--- config.mk ---
export PLATFORM = sky130hd
export DESIGN_NAME = sw_evt_sequencer
export DESIGN_NICKNAME = d
export VERILOG_FILES = /design/src/rtl/sw_evt_sequencer.sv
export SDC_FILE = /design/constraint.sdc
export NUM_CORES = 1
export LEC_CHECK = 0
export CORE_ASPECT_RATIO = 0.8
export CORE_MARGIN = 4
export CORE_UTILIZATION = 45
export CTS_CLUSTER_SIZE = 25
export DETAILED_ROUTE_END_ITERATION = 6
export HOLD_SLACK_MARGIN = 0.1
export PLACE_DENSITY = 0.77
export SLEW_MARGIN = 20
export SYNTH_ARGS = -nofsm -noshare
export SYNTH_HDL_FRONTEND = slang
export SYNTH_SLANG_ARGS = --single-unit
--- constraint.sdc ---
create_clock -name clk -period 2.24 [get_ports clk]
set_input_delay 0.448 -clock clk [delete_from_list [all_inputs] [get_ports clk]]
set_output_delay 0.448 -clock clk [all_outputs]
set_load 0.05 [all_outputs]
--- src/rtl/sw_evt_sequencer.sv ---
// Switch-event sequencer: services a switch PIO over a simple Avalon-MM master
// port. After reset it programs irq_mask. On irq it reads edge_capture, clears it,
// reads the switch levels and buffers {capture, level} events for a consumer.
// A cfg_mask_wr request is latched and later written to irq_mask; it takes
// priority over irq service.
//
// Build option: define SW_EVT_FIFO_EN for a 4-entry event FIFO; otherwise the
// event buffer is a single register.
//
// Ports:
//   clk, reset_n          clock, asynchronous active-low reset
//   irq                   PIO interrupt
//   avm_*                 PIO register access (address 0 data, 2 mask, 3 capture)
//   cfg_mask_wr/cfg_mask  irq_mask rewrite request and value
//   evt_valid/evt_ready   event handshake; evt_capture/evt_level event payload
//   busy                  high whenever the sequencer is not idle
module sw_evt_sequencer #(
  parameter int unsigned     SW_W      = 18,
  parameter logic [SW_W-1:0] MASK_INIT = 18'h3FFFF
) (
  input  logic            clk,
  input  logic            reset_n,
  input  logic            irq,
  output logic [1:0]      avm_address,
  output logic            avm_chipselect,
  output logic            avm_write_n,
  output logic [31:0]     avm_writedata,
  input  logic [31:0]     avm_readdata,
  input  logic            cfg_mask_wr,
  input  logic [SW_W-1:0] cfg_mask,
  output logic            evt_valid,
  input  logic            evt_ready,
  output logic [SW_W-1:0] evt_capture,
  output logic [SW_W-1:0] evt_level,
  output logic            busy
);

  typedef enum logic [2:0] {
    StInit, StIdle, StMaskWr, StRdCap, StWrClr, StRdDat, StPush
  } state_e;

  state_e          state_q, state_d;
  logic            pend_q, pend_d;
  logic [SW_W-1:0] pend_mask_q, pend_mask_d;
  logic [SW_W-1:0] cap_q;
  logic [SW_W-1:0] lvl_q;
  logic            lvl_held_q;
  logic [SW_W-1:0] lvl_cur;
  logic            buf_full;
  logic            pop, push, space;
  logic            cs, wr_n;
  logic [1:0]      addr;
  logic [SW_W-1:0] wdata;
  logic            unused_rd;

  assign unused_rd = ^avm_readdata[31:SW_W];

  // Level is sampled once on the first PUSH cycle and held while the buffer is full.
  assign lvl_cur = lvl_held_q ? lvl_q : avm_readdata[SW_W-1:0];
  assign pop     = evt_valid & evt_ready;
  assign space   = ~buf_full | pop;
  assign push    = (state_q == StPush) && (cap_q != '0) && space;

  // A request arriving this cycle counts as pending so it wins over a coincident irq.
  assign pend_d      = cfg_mask_wr | (pend_q & (state_q != StMaskWr));
  assign pend_mask_d = cfg_mask_wr ? cfg_mask : pend_mask_q;

  always_comb begin
    state_d = state_q;
    cs      = 1'b0;
    wr_n    = 1'b1;
    addr    = 2'd0;
    wdata   = '0;
    busy    = 1'b1;
    unique case (state_q)
      StInit: begin
        cs      = 1'b1;
        wr_n    = 1'b0;
        addr    = 2'd2;
        wdata   = MASK_INIT;
        state_d = StIdle;
      end
      StIdle: begin
        busy = 1'b0;
        if (pend_q || cfg_mask_wr) state_d = StMaskWr;
        else if (irq)              state_d = StRdCap;
      end
      StMaskWr: begin
        cs      = 1'b1;
        wr_n    = 1'b0;
        addr    = 2'd2;
        wdata   = pend_mask_q;
        state_d = StIdle;
      end
      StRdCap: begin
        cs      = 1'b1;
        addr    = 2'd3;
        state_d = StWrClr;
      end
      StWrClr: begin
        cs      = 1'b1;
        wr_n    = 1'b0;
        addr    = 2'd3;
        state_d = StRdDat;
      end
      StRdDat: begin
        cs      = 1'b1;
        addr    = 2'd0;
        state_d = StPush;
      end
      StPush: begin
        if ((cap_q == '0) || space) state_d = StIdle;
      end
      default: state_d = StInit;
    endcase
  end

  // Bus is forced quiet while reset is asserted, even though the state is INIT.
  assign avm_chipselect = cs & reset_n;
  assign avm_write_n    = wr_n | ~reset_n;
  assign avm_address    = reset_n ? addr : 2'd0;
  assign avm_writedata  = reset_n ? {{(32-SW_W){1'b0}}, wdata} : 32'd0;

  always_ff @(posedge clk or negedge reset_n) begin
    if (!reset_n) begin
      state_q     <= StInit;
      pend_q      <= 1'b0;
      pend_mask_q <= '0;
      cap_q       <= '0;
      lvl_q       <= '0;
      lvl_held_q  <= 1'b0;
    end else begin
      state_q     <= state_d;
      pend_q      <= pend_d;
      pend_mask_q <= pend_mask_d;
      if (state_q == StWrClr) cap_q <= avm_readdata[SW_W-1:0];
      if ((state_q == StPush) && (state_d == StPush)) begin
        lvl_q      <= lvl_cur;
        lvl_held_q <= 1'b1;
      end else begin
        lvl_held_q <= 1'b0;
      end
    end
  end

`ifdef SW_EVT_FIFO_EN
  localparam int unsigned Depth = 4;

  logic [2*SW_W-1:0] mem_q [Depth];
  logic [1:0]        wr_ptr_q, rd_ptr_q;
  logic [2:0]        cnt_q;

  assign buf_full                 = (cnt_q == 3'd4);
  assign evt_valid                = (cnt_q != 3'd0);
  assign {evt_capture, evt_level} = mem_q[rd_ptr_q];

  always_ff @(posedge clk or negedge reset_n) begin
    if (!reset_n) begin
      for (int i = 0; i < Depth; i++) mem_q[i] <= '0;
      wr_ptr_q <= 2'd0;
      rd_ptr_q <= 2'd0;
      cnt_q    <= 3'd0;
    end else begin
      if (push) begin
        mem_q[wr_ptr_q] <= {cap_q, lvl_cur};
        wr_ptr_q        <= wr_ptr_q + 2'd1;
      end
      if (pop) rd_ptr_q <= rd_ptr_q + 2'd1;
      if (push && !pop)      cnt_q <= cnt_q + 3'd1;
      else if (pop && !push) cnt_q <= cnt_q - 3'd1;
    end
  end
`else
  logic              vld_q;
  logic [2*SW_W-1:0] ent_q;

  assign buf_full                 = vld_q;
  assign evt_valid                = vld_q;
  assign {evt_capture, evt_level} = ent_q;

  always_ff @(posedge clk or negedge reset_n) begin
    if (!reset_n) begin
      vld_q <= 1'b0;
      ent_q <= '0;
    end else begin
      if (push) ent_q <= {cap_q, lvl_cur};
      vld_q <= push | (vld_q & ~pop);
    end
  end
`endif

endmodule

Yosys cells after proc, flatten, opt, wreduce, memory -nomap -nowiden
Index checks and enable logic that the tools add are counted.
{"block": "word_totals", "in_bits": 55, "output_inout_bits": 74, "elab_cells": 52, "reg_bits": 96}
{"block": "op_classes", "n_eq_ne": 8, "reduce_logical": 12, "bitwise": 11, "mux": 13}
{"cell": "18-bit 2-to-1 mux", "n": 2}
{"cell": "18-bit case mux with 2 select lines", "n": 1}
{"cell": "18-bit logical NOT", "n": 1}
{"cell": "3-bit case mux with 6 select lines", "n": 1}
{"cell": "18-bit nonzero test", "n": 1}
{"cell": "3-bit == test, second input constant", "n": 4}
{"cell": "3-bit 2-to-1 mux", "n": 3}
{"cell": "3-bit by 2-bit == test with 1-bit output, second input constant", "n": 2}
{"cell": "5-bit OR reduction", "n": 1}
{"cell": "1-bit bitwise AND", "n": 4}
{"cell": "1-bit 2-to-1 mux", "n": 4}
{"cell": "1-bit bitwise OR", "n": 4}
{"cell": "2-bit case mux with 2 select lines", "n": 1}
{"cell": "2-bit OR reduction", "n": 2}
{"cell": "3-bit by 1-bit == test with 1-bit output, second input constant", "n": 1}
{"cell": "1-bit logical AND", "n": 3}
{"cell": "3-bit logical NOT", "n": 1}
{"cell": "3-bit by 2-bit != test with 1-bit output, second input constant", "n": 1}
{"cell": "1-bit inverter", "n": 3}
{"cell": "3-bit OR reduction", "n": 1}
{"cell": "1-bit logical OR", "n": 2}
{"cell": "2-bit 2-to-1 mux", "n": 1}

Depth between registers and ports, before layout
Gate-level depths: netlist of the first run.
{"block": "depth", "ltp_word": 8, "ltp_mapped": 6, "mapped_depth_nobuf": 4}

Worst setup path before layout of the first run
Ideal clock, no wire load.
{"block": "synth_timing", "kind": "register to output", "start": "reg state_q[2]", "end": "out avm_writedata[10]", "n_path_buf": 1, "slack_ns": 0.043, "required_ns": 1.792, "arrival_time_ns": 1.749, "stages_incl_launch_ff": 5, "cell_sequence": "dfrtp_1 nor2_1 nand2_1 clkbuf_1 a21oi_1"}
{"block": "synth_between", "elab_chain_cells": 3, "elab_cells_between_ends": 4, "classes_between": "eq/ne (1); mux (2); reduce/logical (1)"}
{"element": "start, declared", "line_no": "42", "source": "state_e state_q, state_d;"}
{"element": "start signal, assigned", "line_no": "126", "source": "state_q <= StInit;"}
{"element": "start signal, assigned", "line_no": "133", "source": "state_q <= state_d;"}
{"element": "3-bit by 2-bit == test with 1-bit output / 3-bit logical NOT (equally long branches)", "line_no": "75", "source": "unique case (state_q)"}
{"element": "18-bit case mux with 2 select lines *", "line_no": "75"}
{"element": "18-bit 2-to-1 mux *", "line_no": "122", "source": "assign avm_writedata = reset_n ? {{(32-SW_W){1'b0}}, wdata} : 32'd0;"}
{"element": "end, declared", "line_no": "27", "source": "output logic [31:0] avm_writedata,"}
Mark *: on every way between the ends. The rest lies on a longest branch, timed or not.

Final worst setup path of the first run
{"block": "layout_timing", "start": "reg state_q[0]", "end": "out avm_chipselect"}
{"block": "layout_between", "elab_chain_cells": 4, "elab_cells_between_ends": 8, "classes_between": "eq/ne (4); mux (1); bitwise (1); reduce/logical (2)"}
{"element": "3-bit == test, or another cell as far along", "line_no": "75"}
{"element": "5-bit OR reduction (no line) *"}
{"element": "1-bit 2-to-1 mux *", "line_no": "75"}
{"element": "1-bit bitwise AND *", "line_no": "119", "source": "assign avm_chipselect = cs & reset_n;"}
{"element": "end, declared", "line_no": "25", "source": "output logic avm_chipselect,"}
Marked as above.

==> summary.md, run 1 <==
| Metric | Value |
|---|---|
| Share of cells above drive strength 1 | `between 20% and 30%` |
| Root buffer cell | `clkbuf_16` |
| RSZ-0062 raised after global routing | `false` |
| Compound-Gate Fraction of Synth Area | `approximately 7.7%` |
| Slew @ Worst Pin | `between 700 and 800 ps` |
| Post-CTS Setup Repair Bufs | `0` |
| FF+latch count, synth | `96` |
| Yosys warning total | `0` |
| Vias per cell | `roughly 5.2` |
| Rel. slew slack | `between 40% and 50%` |
| Async set-reset flop share out of synthesis | `100.0%` |
| GRT Util Overall | `a little under a fifth` |
| Num CTS Buffers | `9` |
| Die height | `94.89 um` |
| Die area | `approximately 11000 um^2` |
| Req. time, crit path | `between 1500 and 2000 ps` |
| GRT Residual Overflow | `0` |
| Dpl hpwl | `approximately 6900 um` |
| Largest net degree at the start of global routing | `62` |
| Core Rows | `31` |
| Final hold vios | `0` |
| Max-Cap Viols | `0` |
| Crit path kind | `register to output port` |
| Status | `complete, no violations` |
| Setup TNS | `0 ps` |
| DRT iter0 DRCs | `between 100 and 150` |
| VDD IR-drop max | `898.8 uV` |
| Final min period | `between 2000 and 2500 ps` |
| Core box area | `just over 9000 um^2` |
| First-pass GRT wire length | `between 15000 and 20000 um` |
| Tcrit/Tclk final | `around 96%` |
| PortBufs | `100` |
| Final Skew | `between 10 and 15 ps` |
| Antenna-violating nets left | `0` |
| Post-route DRC | `0` |
| Mux share of post-synthesis cell area | `between 20% and 30%` |
| Unique masters post-synth | `38` |
| Bufs on Longest Clock Path | `2` |
| Max Clk Rate | `around 470 MHz` |
| CTS tree | `built` |
| H-tree Lvls | `3` |
| XOR/XNOR Fraction of Synth Area | `0%` |
| P&R area growth vs syn | `38.30%` |
| Mapped Area | `about 4200 um^2` |
| Critical Path Source Type | `register` |
| Gpl congestion | `~0.8` |
| Hold Worst Slack | `223.2 ps` |
| Multi-input logic area | `around 1600 um^2` |
| CTS Sinks | `between 90 and 100` |
| DP Cell Count | `roughly 540` |
| Final core utilization | `64.43%` |
| Die Wd | `116.6 um` |
| Fin nets | `between 400 and 500` |
| CTS Hold Bufs | `0` |
| Critical Path Sink Type | `output port` |
| Pwr dens | `between 1000 and 1500 nW/um^2` |
| Synth Area in Adders | `0%` |
| FF/Latch Area | `2402 um^2` |
| CP max FO | `8` |
| Mean post-synth cell area | `around 13 um^2` |
| Simple-Gate Fraction of Synth Area | `6.217%` |
| Final setup viols | `0` |
| DR WL/cell | `between 15 and 20 um` |
| Syn Inst Count | `between 300 and 400` |
| Fill cell count | `about 700` |
| Pleak | `~0.0026 uW` |
| Worst-path clk slew | `roughly 60 ps` |
| Drt pass-1 iters | `4` |
| Most used DFF post-synth | `dfrtp_1` |
| Starting Density | `46.59%` |
| Clock Latency Late Sink | `roughly 340 ps` |
| Initial antenna violation count | `0` |
| DRT Wirelength | `between 9000 and 10000 um` |
| Hold Crit Class | `input pin to async pin` |
| Vias in the first global route | `between 2000 and 3000` |
| Post-synth EDFFs | `0` |
| Via count | `between 2000 and 3000` |
| Io pins | `129` |
| Slew Limit Fails | `0` |
| N_diodes | `0` |
| Critical Path AT | `about 1700 ps` |
| Post-synthesis sequential area ratio | `56.57%` |
| Largest family of logic cells by synthesized area | `multiplexers` |
| Finished Layout Cells | `550` |
-- power by group --
group | total (uW) | internal (uW) | switching (uW)
Sequential | 2860 | 2390 | 473
Clock | 1650 | 1030 | 619
Combinational | 4260 | 1750 | 2510
Total | 8770 | 5170 | 3600
-- sequential cells by signal, summed over array words and instances (netlist names) --
register,flops
pend_mask_q,18
state_q,3
ent_q,36
lvl_q,18
cap_q,18
evt_valid,1
pend_q,1
lvl_held_q,1
-- layout make-up --
cell class / instances / area share (%)
clock inverters: 3 / 1.108
clock buffers: 12 / 4.367
repair buffers: 112 / 22.45
flip-flops and latches: 96 / 40.90
multi-input cells: 194 / 27.57
well taps: 115 / 2.450
inverters: 18 / 1.150
-- cells by family after synthesis --
group	Yosys count
other	1
AO/OA/AOI/OAI	53
AND/OR/NAND/NOR	45
buffers and inverters	48
flip-flops	96
multiplexers	82
-- placed cells by master, fill, tap and decap left out, drive strengths merged --
cell type,instances
a21o,1
a21oi,18
a22o,8
and2,1
and3,2
buf,36
bufinv,2
clkbuf,12
clkdlybuf4s50,76
clkinv,1
conb,14
dfrtp,96
inv,18
mux2,82
nand2,22
nand2b,3
nand3,1
nand3b,3
nor2,4
nor2b,1
nor3,2
nor4,5
o21a,1
o21ai,21
o311ai,1
o31a,1
o32ai,1
o41ai,1
or2,1
-- cell usage after synthesis (2+ instances only) --
master     n  area [um^2]
mux2_4    10        150.1
clkbuf_1   7        26.28
buf_6      4        45.04
dfrtp_1   96         2402
a21oi_1   18        90.09
buf_4     16        120.1
nor4_1     2        12.51
inv_1     18        67.56
and3_1     2        12.51
nor4_2     2        25.02
nand2b_1   3        18.77
nand3b_1   2        15.01
nand2_1   22        82.58
mux2_1    22        247.7
a22o_1     7        61.31
mux2_2    50        563.0
o21ai_0   20        100.1
nor2_1     3        11.26
nor3_1     2        10.01
-- per-layer routing --
| layer | up-vias | global-route usage [%] | share of wire (%) |
|---|---|---|---|
| met1 | 1431 | 25.60 | 45 |
| met5 | - | 0 | 0 |
| li1 | 1313 | - | - |
| met4 | 0 | 6.304 | 1.3 |
| met3 | 11 | 5.381 | 5.2 |
| met2 | 79 | 27.48 | 49 |
-- metrics by stage --
step / worst slack (ps) / power, uW / instance area (um^2)
after global placement: 131.3 / 7045 / 5538
after detailed placement: 121.0 / 7156 / 5538
after global routing: 20.69 / 9188 / 5873
after floorplan: 43.18 / 5489 / 4295
after CTS: 20.61 / 8840 / 5862
final: 98.31 / 8772 / 5873
-- critical path, cell delays in order, from the launching register on --
cell	delay, ps
dfrtp_1	500
nand2b_1	150
or2_2	320
and3_1	200
buf_4	190
-- timing repair --
| item | 4_1_cts | 5_1_grt |
|---|---|---|
| endpoints found under the setup margin | 18 | 18 |
| pin swaps | 0 | 0 |
| hold endpoints to repair | 0 | 0 |
| resized for setup | 1 | 3 |
-- worst paths after layout --
check / from / end / slack [ps] / depth (start not counted)
min in group clk: ent_q[23] / ent_q[23] / 490 / 1
min: reset_n / pend_mask_q[3] / 220 / 2
max reg2reg: cap_q[4] / ent_q[0] / 390 / 5
min reg2reg: ent_q[23] / ent_q[23] / 490 / 1
max in group asynchronous: reset_n / ent_q[2] / 1380 / 2
max: state_q[0] / avm_chipselect / 100 / 4
Note: power is estimated with default switching activity, not from simulation.
==> run 2: changes to the inputs <==
--- a/config.mk
+++ b/config.mk
@@ -6,9 +6,7 @@
 export NUM_CORES = 1
 export LEC_CHECK = 0
 export CORE_ASPECT_RATIO = 0.8
-export CORE_MARGIN = 4
 export CORE_UTILIZATION = 45
-export CTS_CLUSTER_SIZE = 25
 export DETAILED_ROUTE_END_ITERATION = 6
 export HOLD_SLACK_MARGIN = 0.1
 export PLACE_DENSITY = 0.77
==> summary.md, run 2 (same netlist as run 1, synthesis figures left out) <==
| Metric | Value |
|---|---|
| Req. time, crit path | `about 1800 ps` |
| CTS tree | `built` |
| Final setup viols | `0` |
| Worst r2r path cells | `5` |
| P&R area growth vs syn | `39.92%` |
| Share of cells above drive strength 1 | `30.75%` |
| CP Depth | `4` |
| Max FFs per register | `36` |
| Largest net degree at the start of global routing | `43` |
| Drt pass-1 iters | `4` |
| Antenna-violating nets left | `0` |
| Vias per cell | `roughly 5.1` |
| Post-CTS Setup Repair Bufs | `0` |
| Tcrit/Tclk final | `a little over nine tenths` |
| GRT Util Overall | `just under 20%` |
| Worst slack, placed | `roughly 130 ps` |
| Gpl congestion | `0.7442` |
| Post-route DRC | `0` |
| PortBufs | `100` |
| Core Rows | `31` |
| Critical R2R Launch | `cap_q[10]` |
| Pleak | `roughly 0.0026 uW` |
| Fin nets | `489` |
| Die Wd | `~110 um` |
| Most frequent cells in the layout | `dfrtp_1 (96), clkdlybuf4s50_1 (76), mux2_2 (50), buf_12 (23), mux2_1 (22)` |
| Worst-path clk slew | `60 ps` |
| Vias in the first global route | `2840` |
| R2R Setup Slk | `~380 ps` |
| Via count | `2828` |
| Starting Density | `a little under half` |
| Biggest register | `ent_q` |
| DRT Wirelength | `~9200 um` |
| Crit path kind | `register to output port` |
| Kind of cell adding the most delay to the critical path | `flip-flops` |
| Num CTS Buffers | `9` |
| Initial antenna violation count | `0` |
| Final core utilization | `about 65%` |
| Die area | `around 9800 um^2` |
| H-tree Lvls | `3` |
| Final Skew | `roughly 4.4 ps` |
| Final hold vios | `0` |
| CP cell instances | `nor2_2 -> nand2_4 -> a21oi_1 -> buf_12` |
| Max-Cap Viols | `0` |
| Root buffer cell | `clkbuf_16` |
| Slew Limit Fails | `0` |
| First-pass GRT wire length | `14560 um` |
| Critical Path AT | `~1700 ps` |
| Crit path buf inv count | `1` |
| Final min period | `approximately 2200 ps` |
| GRT Residual Overflow | `0` |
| Bufs on Longest Clock Path | `2` |
| Hold Crit Class | `input pin to async pin` |
| Slowest stage delay, CP | `around 500 ps` |
| DRT iter0 DRCs | `66` |
| Most common cell after layout, fill and taps aside | `dfrtp_1` |
| Reg2reg end | `ent_q[32]` |
| Critical Path Sink Type | `output port` |
| DR WL/cell | `~17 um` |
| VDD IR-drop max | `869.8 uV` |
| Slew @ Worst Pin | `540.8 ps` |
| Critical Path Source Type | `register` |
| N_diodes | `0` |
| Die height | `around 89 um` |
| CP max-delay cell | `dfrtp_1` |
| Dpl hpwl | `between 6000 and 7000 um` |
| Pwr dens | `1484 nW/um^2` |
| Max Clk Rate | `460.2 MHz` |
| Core box area | `approximately 9000 um^2` |
| CTS Sinks | `96` |
| Status | `complete, no violations` |
| Clock Latency Late Sink | `340 ps` |
| Worst setup margin | `67.13 ps` |
| CP max FO | `18` |
| Rel. slew slack | `between 60 and 70%` |
| Io pins | `129` |
==> run 2: worst max-delay path by stage <==
stage / startpoint / endpoint / slack (ps)
2_1_floorplan: state_q[2] / avm_writedata[10] / 40
3_3_place_gp: evt_ready / ent_q[13] / 140
3_5_place_dp: evt_ready / ent_q[13] / 130
4_1_cts: state_q[2] / avm_writedata[17] / -20
5_1_grt: state_q[2] / avm_writedata[16] / -0.01
6_report: state_q[2] / avm_writedata[11] / 70
==> run 2: layout make-up <==
cell class                      count  area (um^2)
Fill cell                         690         3173
Sequential cell                    96         2402
Multi-Input combinational cell    194         1653
Timing Repair Buffer              115         1344
Clock buffer                       11        252.7
Tap cell                          115        143.9
Clock inverter                      5        78.83
Inverter                           18        67.56
==> run 2: per-stage QoR <==
step / TNS, ps / area, um^2 / std cells / hold slack, ps / power, uW
global route: -0.01243 / 5942 / 554 / 164.6 / 9202
detailed placement: 0 / 5553 / 537 / 262.2 / 7132
floorplan: 0 / 4295 / 338 / 152.4 / 5489
CTS: -72.87 / 5897 / 554 / 134.9 / 8848
finish: 0 / 5942 / 554 / 153.2 / 8819
global placement: 0 / 5553 / 537 / 258.5 / 7031
==> run 2: power breakdown <==
| group | switching, uW | internal [uW] | total, uW |
|---|---|---|---|
| registers | 474 | 2390 | 2860 |
| logic | 2530 | 1760 | 4290 |
| clock network | 628 | 1040 | 1660 |
==> run 2: routing by layer <==
| layer | track usage [%] | part of all wire, % |
|---|---|---|
| met1 | 26.67 | 47 |
| met2 | 29.64 | 47 |
| met3 | 6.918 | 4.9 |
| met4 | 4.364 | 0.67 |
| met5 | 0 | 0 |
==> run 2: timing repair <==
action / 4_1_cts / 5_1_grt
setup endpoints to repair: 18 / 18
gates resized for setup: 1 / 12
hold buffers: 1 / 0
hold endpoints to repair: 1 / 0
